$ cat src/rtl/fml_arbiter_if.sv
// rtl/fml_arbiter_if.sv - FML master-side and controller-side bus bundle for fml_arbiter
interface fml_arbiter_if #(
    parameter int N     = 4,
    parameter int ADR_W = 26,
    parameter int DW    = 32
);
    logic [N*ADR_W-1:0]  m_adr;
    logic [N-1:0]        m_stb;
    logic [N-1:0]        m_we;
    logic [N-1:0]        m_eack;
    logic [N*DW/8-1:0]   m_sel;
    logic [N*DW-1:0]     m_di;
    logic [DW-1:0]       m_do;
    logic [ADR_W-1:0]    s_adr;
    logic                s_stb;
    logic                s_we;
    logic                s_eack;
    logic [DW/8-1:0]     s_sel;
    logic [DW-1:0]       s_di;
    logic [DW-1:0]       s_do;

    // Arbiter view: requests from the masters in, controller port out.
    modport slave (
        input  m_adr, m_stb, m_we, m_sel, m_di, s_eack, s_do,
        output m_eack, m_do, s_adr, s_stb, s_we, s_sel, s_di
    );

    // Environment view: masters plus the DDR controller.
    modport master (
        output m_adr, m_stb, m_we, m_sel, m_di, s_eack, s_do,
        input  m_eack, m_do, s_adr, s_stb, s_we, s_sel, s_di
    );
endinterface

$ cat src/rtl/fml_arbiter.sv
// rtl/fml_arbiter.sv - round-robin arbiter sharing one FML port among N masters
module fml_arbiter #(
    parameter int N     = 4,
    parameter int ADR_W = 26,
    parameter int DW    = 32,
    parameter int BURST = 4
) (
    input  logic          sys_clk,
    input  logic          sys_rst_n,
    fml_arbiter_if.slave  bus
);
    localparam int GW = (N > 1) ? $clog2(N) : 1;
    localparam int BW = (BURST > 1) ? $clog2(BURST) : 1;
    localparam int SW = DW / 8;

    typedef enum logic [1:0] {IDLE, GRANT, WDATA} state_t;

    state_t         state, state_nx;
    logic [GW-1:0]  g, g_nx;
    logic [GW-1:0]  last, last_nx;
    logic [BW-1:0]  beat, beat_nx;
    logic [GW-1:0]  rr_pick;
    logic           rr_any;

    // First requester found scanning upward from the one after the last served master.
    always_comb begin
        rr_pick = '0;
        rr_any  = 1'b0;
        for (int k = 1; k <= N; k++) begin
            if (!rr_any && bus.m_stb[(int'(last) + k) % N]) begin
                rr_any  = 1'b1;
                rr_pick = GW'((int'(last) + k) % N);
            end
        end
    end

    always_ff @(posedge sys_clk or negedge sys_rst_n) begin
        if (!sys_rst_n) begin
            state <= IDLE;
            g     <= '0;
            last  <= GW'(N - 1);
            beat  <= '0;
        end else begin
            state <= state_nx;
            g     <= g_nx;
            last  <= last_nx;
            beat  <= beat_nx;
        end
    end

    always_comb begin
        state_nx = state;
        g_nx     = g;
        last_nx  = last;
        beat_nx  = beat;
        case (state)
            IDLE: begin
                if (rr_any) begin
                    g_nx     = rr_pick;
                    state_nx = GRANT;
                end
            end
            GRANT: begin
                if (bus.s_eack) begin
                    last_nx = g;
                    if (bus.m_we[g]) begin
                        beat_nx  = '0;
                        state_nx = WDATA;
                    end else begin
                        state_nx = IDLE;
                    end
                end else if (!bus.m_stb[g]) begin
                    // Strobe withdrawn before eack: drop the grant without crediting it.
                    state_nx = IDLE;
                end
            end
            WDATA: begin
                beat_nx = beat + 1'b1;
                if (beat == BW'(BURST - 1)) begin
                    state_nx = IDLE;
                end
            end
            default: state_nx = IDLE;
        endcase
    end

    always_comb begin
        bus.s_stb  = 1'b0;
        bus.s_we   = 1'b0;
        bus.s_adr  = '0;
        bus.s_sel  = '0;
        bus.s_di   = '0;
        bus.m_eack = '0;
        case (state)
            GRANT: begin
                bus.s_stb     = bus.m_stb[g];
                bus.s_we      = bus.m_we[g];
                bus.s_adr     = bus.m_adr[g*ADR_W +: ADR_W];
                bus.m_eack[g] = bus.s_eack;
            end
            WDATA: begin
                bus.s_di  = bus.m_di[g*DW +: DW];
                bus.s_sel = bus.m_sel[g*SW +: SW];
            end
            default: ;
        endcase
    end

    // Read data goes to every master; the requester times its own capture.
    assign bus.m_do = bus.s_do;
endmodule

$ cat src/flat_wrapper.sv
// flat-port wrapper written by rule: the top's interface ports become plain ports
module fml_arbiter_flat 
#(
    parameter int N     = 4,
    parameter int ADR_W = 26,
    parameter int DW    = 32,
    parameter int BURST = 4
)
  (sys_clk, sys_rst_n, bus_m_adr, bus_m_stb, bus_m_we, bus_m_sel, bus_m_di, bus_s_eack, bus_s_do, bus_m_eack, bus_m_do, bus_s_adr, bus_s_stb, bus_s_we, bus_s_sel, bus_s_di);
  fml_arbiter_if #(.N(N), .ADR_W(ADR_W), .DW(DW)) bus_i ();
  input  logic sys_clk;
  input  logic sys_rst_n;
  input wire logic [$bits(bus_i.m_adr)-1:0] bus_m_adr;
  input wire logic [$bits(bus_i.m_stb)-1:0] bus_m_stb;
  input wire logic [$bits(bus_i.m_we)-1:0] bus_m_we;
  input wire logic [$bits(bus_i.m_sel)-1:0] bus_m_sel;
  input wire logic [$bits(bus_i.m_di)-1:0] bus_m_di;
  input wire logic [$bits(bus_i.s_eack)-1:0] bus_s_eack;
  input wire logic [$bits(bus_i.s_do)-1:0] bus_s_do;
  output wire logic [$bits(bus_i.m_eack)-1:0] bus_m_eack;
  output wire logic [$bits(bus_i.m_do)-1:0] bus_m_do;
  output wire logic [$bits(bus_i.s_adr)-1:0] bus_s_adr;
  output wire logic [$bits(bus_i.s_stb)-1:0] bus_s_stb;
  output wire logic [$bits(bus_i.s_we)-1:0] bus_s_we;
  output wire logic [$bits(bus_i.s_sel)-1:0] bus_s_sel;
  output wire logic [$bits(bus_i.s_di)-1:0] bus_s_di;
  assign bus_i.m_adr = bus_m_adr;
  assign bus_i.m_stb = bus_m_stb;
  assign bus_i.m_we = bus_m_we;
  assign bus_i.m_sel = bus_m_sel;
  assign bus_i.m_di = bus_m_di;
  assign bus_i.s_eack = bus_s_eack;
  assign bus_i.s_do = bus_s_do;
  assign bus_m_eack = bus_i.m_eack;
  assign bus_m_do = bus_i.m_do;
  assign bus_s_adr = bus_i.s_adr;
  assign bus_s_stb = bus_i.s_stb;
  assign bus_s_we = bus_i.s_we;
  assign bus_s_sel = bus_i.s_sel;
  assign bus_s_di = bus_i.s_di;
  fml_arbiter #(.N(N), .ADR_W(ADR_W), .DW(DW), .BURST(BURST)) u_core (.sys_clk(sys_clk), .sys_rst_n(sys_rst_n), .bus(bus_i));
endmodule
$ cat config.mk
export PLATFORM = sky130hd
export DESIGN_NAME = fml_arbiter_flat
export DESIGN_NICKNAME = d
export VERILOG_FILES = /design/src/rtl/fml_arbiter_if.sv /design/src/rtl/fml_arbiter.sv /design/src/flat_wrapper.sv
export SDC_FILE = /design/constraint.sdc
export NUM_CORES = 1
export LEC_CHECK = 0
export CORE_AREA = 2 2 153 155
export DETAILED_ROUTE_END_ITERATION = 7
export DIE_AREA = 0 0 155 157
export HOLD_SLACK_MARGIN = 0.15
export PLACE_DENSITY = 0.58
export SLEW_MARGIN = 20
export SYNTH_ARGS = -nofsm -noshare
export SYNTH_HDL_FRONTEND = slang
export SYNTH_SLANG_ARGS = --single-unit
$ cat constraint.sdc
create_clock -name sys_clk -period 3.4 [get_ports sys_clk]
set_clock_uncertainty 0.1 [all_clocks]
set_input_delay 0.68 -clock sys_clk [delete_from_list [all_inputs] [get_ports sys_clk]]
set_output_delay 0.68 -clock sys_clk [all_outputs]
set_load 0.02 [all_outputs]
**After elaboration in Yosys (flattened, before gate mapping)**

Cells that the tools add are included.

- Output and inout port bits: 100
- Word-level logic and storage cells: 90
- Register bits after elaboration: 8

- Bitwise logic cells: 5
- Shift operators: 3
- Equal/unequal tests: 8
- Multipliers: 1
- Reductions and logical operators: 17
- Add/sub/neg operators: 5
- Multiplexer cells: 41
- $lt $le $gt $ge: 6

Operator list:

| kind | count |
|---|---|
| 128-bit by 8-bit variable part select with 32-bit output | 1 |
| 104-bit by 8-bit variable part select with 26-bit output | 1 |
| 32-bit 2-to-1 mux | 1 |
| 26-bit 2-to-1 mux | 1 |
| 2-bit 2-to-1 mux | 11 |
| 1-bit 2-to-1 mux | 17 |
| 3-bit by 4-bit less-than comparator with 1-bit output, second input constant | 4 |
| 16-bit by 5-bit variable part select with 4-bit output | 1 |
| 1-bit binary-select mux with 2-bit select | 6 |
| 4-bit 2-to-1 mux | 2 |
| 2-bit OR reduction | 4 |
| 2-bit by 1-bit adder with 2-bit output, second input constant | 3 |
| 2-bit by 4-bit multiplier with 6-bit output, second input constant | 1 |
| 2-bit by 1-bit != test with 1-bit output, second input constant | 3 |
| 2-bit case mux with 3 select lines | 1 |
| 3-bit AND reduction | 2 |
| 2-bit adder, second input constant | 2 |
| 1-bit bitwise AND, first input constant | 4 |
| 4-bit bitwise AND | 1 |
| 2-bit equality test, second input constant | 2 |
| 1-bit logical AND | 4 |
| 2-bit case mux with 2 select lines | 1 |
| 2-bit AND reduction | 2 |
| 1-bit logical NOT | 3 |
| 8 further kinds | 8 |

**Longest topological paths before layout**

Gate-level depths: netlist of run 1.

- Depth after elaboration: 18
- Gate-level depth with buffers: 6

**Worst setup path before layout of run 1**

OpenSTA, ideal clock, no wires.

- Path type: input-to-output
- Start: input bus_m_stb[1]
- End: output bus_s_stb
- Stages on the path: 3
- Required time: 2620 ps
- Setup slack: 1095 ps
- Arrival: 1525 ps
- Buffers on the path: 1
- Cell sequence: clkbuf_1 mux4_2 and2_1

- Longest elaborated chain between the ends: 3

RTL lines:

| item | RTL line | RTL |
|---|---|---|
| from (decl) | flat_wrapper.sv:14 | `input wire logic [$bits(bus_i.m_stb)-1:0] bus_m_stb;` |
| 1-bit binary-select mux with 2-bit select | fml_arbiter.sv:96 | `bus.s_stb = bus.m_stb[g];` |
| 1-bit 2-to-1 mux (not written as such) | fml_arbiter.sv:96 |  |
| 1-bit 2-to-1 mux | fml_arbiter.sv:94 | `case (state)` |
| to (decl) | flat_wrapper.sv:23 | `output wire logic [$bits(bus_i.s_stb)-1:0] bus_s_stb;` |

Every way passes these cells. The select of a mux whose other input is x is not followed.

**Final worst setup path of run 1**

- Start: input bus_m_we[2]
- End: output bus_s_we

- Longest elaborated chain between the ends: 3

RTL lines:

| item | RTL line | RTL |
|---|---|---|
| from (decl) | flat_wrapper.sv:15 | `input wire logic [$bits(bus_i.m_we)-1:0] bus_m_we;` |
| 1-bit binary-select mux with 2-bit select | fml_arbiter.sv:97 | `bus.s_we = bus.m_we[g];` |
| 1-bit 2-to-1 mux (not written as such) | fml_arbiter.sv:97 |  |
| 1-bit 2-to-1 mux | fml_arbiter.sv:94 |  |
| to (decl) | flat_wrapper.sv:24 | `output wire logic [$bits(bus_i.s_we)-1:0] bus_s_we;` |

Every way passes these cells. The select of a mux whose other input is x is not followed.

==> metrics.md, run 1 <==
| Metric | Value |
|---|---|
| Rows | `55` |
| Global route hottest layer | `met2` |
| Routability cong. | `0.754` |
| Critical R2R Launch | `u_core.g[0]` |
| Max Slew Vio Count | `0` |
| Area contributors post-synth | `mux4_2 52%, buf_4 8.6%, nor2b_1 8.5%, and2_1 6.3%, dfrtp_1 5.4%` |
| Multi-input gate area | `2170 µm²` |
| Critical path type | `input pin to output pin` |
| Starting Density | `12.4%` |
| Antenna cell count | `0` |
| Worst hold path type | `flop to flop` |
| Worst-skew pair later-pin latency | `230 ps` |
| H-tree levels | `1` |
| Vias per inst | `3.94` |
| Clk buf depth | `2` |
| Wirelength, routed | `14,500 µm` |
| Routed len/inst | `17.7 µm` |
| Worst slew pin tran | `481 ps` |
| #FFs+latches synth | `8` |
| Max Freq | `310 MHz` |
| Clock sinks | `8` |
| Peak supply drop | `201 µV` |
| Async S/R FF share, synth | `100%` |
| Crit path DAT | `2440 ps` |
| First-pass DRT Iterations | `4` |
| Nets@finish | `828` |
| Top_reg_cell synth | `dfrtp_1` |
| Most frequent cell after synthesis | `mux4_2` |
| Slew HR | `67.5%` |
| Yosys cell types | `35` |
| CP required | `2620 ps` |
| Die area | `24,300 µm²` |
| Die height | `157 µm` |
| Number of global-route vias before repair | `3,482` |
| Hpwl dp | `12,300 µm` |
| Commonest cells in the netlist | `64 x mux4_2, 38 x nor2b_1, 32 x buf_4, 28 x and2_1` |
| Initial antenna violation count | `0` |
| Die span in x | `155 µm` |
| Pleak | `2.13 nW` |
| CTS tree | `built` |
| I/O pins | `391` |
| Number of setup violations in the final report | `0` |
| P&R area growth vs syn | `124%` |
| P per Cell Area | `532 nW/µm²` |
| Clock root buffer | `clkbuf_16` |
| Fillers | `2,358` |
| Post-synth top area cell | `mux4_2` |
| Hold buffers post-CTS | `0` |
| Final Cycle Share | `94.7%` |
| Largest net degree at the start of global routing | `42` |
| Minimum clock period | `3220 ps` |
| Seq/Total Area, Yosys | `7.27%` |
| Global-route met3 utilization | `3.39%` |
| Gr usage total | `11.0%` |
| Min-Delay Startpoint | `u_core.beat[0]` |
| Mapped Cells | `251` |
| Share of the synthesized area in the top cell type | `51.7%` |
| Worst Setup End Kind | `output pin` |
| Crit-path max FO | `2` |
| Setup crit start | `bus_m_we[2]` |
| Seq. cell area | `210 µm²` |
| Synthesized area | `2790 µm²` |
| Fin Setup TNS | `0 ps` |
| Met2 Use GR | `19.9%` |
| Drt drc | `0` |
| Congestion Overflow GR | `0` |
| IO buf count | `326` |
| Layout cell share with drive strength beyond 1 | `16.4%` |
| Post-synth EDFFs | `0` |
| Setup Buffers After CTS | `0` |
| CTS resizes | `0` |
| Grt met1 use | `13.1%` |
| Hold_ws | `400 ps` |
| DP Area | `6170 µm²` |
| Global-route wire length before repair | `20,600 µm` |
| Routed Antenna Nets | `0` |
| Clk slew on worst S/H paths | `40 ps` |
| Unrepaired setup endpoints after global routing | `no` |
| Final hold violation count | `0` |
| Post-route design area | `6250 µm²` |
| DR vias | `3,234` |
| Max cap viols | `0` |
| Crit start category | `input pin` |
| Net Count, Synth | `543` |
| Status | `finished clean` |
| Drt initial violations | `135` |
| CTS Buf Count | `3` |
| Core Box Area | `22,500 µm²` |
| Syn. warnings | `0` |
| Avg Inst Size Synth | `11.1 µm²` |
metrics by stage:
step	util [%]	worst slack (ps)	total power, mW	instances
floorplan	-	1100	2.12	251
global placement	27.4	157	3.17	816
detailed placement	27.4	150	3.19	816
CTS	27.8	148	3.41	820
global route	27.8	84.2	3.58	820
finish	27.8	179	3.32	820
sequential cells by signal, summed over array words and instances, names as in the netlist:
name,cells
u_core.g,2
u_core.beat,2
u_core.state,2
u_core.last,2
cells in the final DEF (no fill, tap or decap), types with 2 or more instances in the layout:
| master | netlist | layout |
|---|---|---|
| clkdlybuf4s50_1 | 0 | 326 |
| mux4_2 | 64 | 64 |
| nor2b_1 | 38 | 37 |
| and2_1 | 28 | 28 |
| nor2_1 | 8 | 8 |
| buf_4 | 32 | 8 |
| nand2_1 | 7 | 7 |
| o21ai_0 | 5 | 5 |
| buf_12 | 3 | 5 |
| nor3_1 | 4 | 4 |
| nand3_1 | 4 | 4 |
| dfrtp_1 | 6 | 4 |
| inv_1 | 3 | 3 |
| nand2b_1 | 4 | 3 |
| clkbuf_16 | 0 | 3 |
| mux2i_1 | 2 | 2 |
| a21oi_1 | 2 | 2 |
| mux2_2 | 2 | 2 |
| dfrtp_4 | 0 | 2 |
| dfstp_2 | 2 | 2 |
report_power, final:
| group | total (mW) | leakage (nW) | switching, mW | internal, mW |
|---|---|---|---|---|
| Sequential | 0.285 | 0.0942 | 0.131 | 0.154 |
| Clock | 0.205 | 0.0382 | 0.0485 | 0.156 |
| Combinational | 2.83 | 2.00 | 1.14 | 1.69 |
final cells by class:
class                      count  share of cell area (%)
clock buffer                   4                    1.26
inverter                       3                   0.180
multi-input combinational    181                    34.7
sequential                     8                    3.36
tap                          285                    5.71
timing repair buffer         339                    54.8
worst max-delay path, stage by stage:
cell and delay (ps):
clkdlybuf4s50_1 500, mux4_2 510, and2_1 200, clkdlybuf4s50_1 550
logic make-up after synthesis:
group,synth area share [%]
flops,7.27
simple gates,20.5
buf+inv,15.2
mux,53.2
fa+ha+maj,0.449
compound gates,3.32
metal layers:
layer	part of all wire, %	wire length, µm
met1	38	5580
met2	51	7410
met3	9.5	1380
met4	1.1	165
met5	0	0
final timing paths:
kind	end	slack, ps	cells after the start
worst min-delay path	u_core.beat[0]	400	1
worst max register to register	u_core.beat[1]	1370	6
worst max-delay path	bus_s_we	180	4
max in group asynchronous	u_core.last[0]	2250	1
min in group asynchronous	u_core.beat[1]	630	1
worst min register to register	u_core.beat[0]	400	1
Power figures use the tool's default switching activity.
==> inputs of run 2 (changes only) <==
- CTS_CLUSTER_DIAMETER: not set -> 30
==> results of run 2 <==
No change in the layout: final DEF, timing and power equal those of run 1.
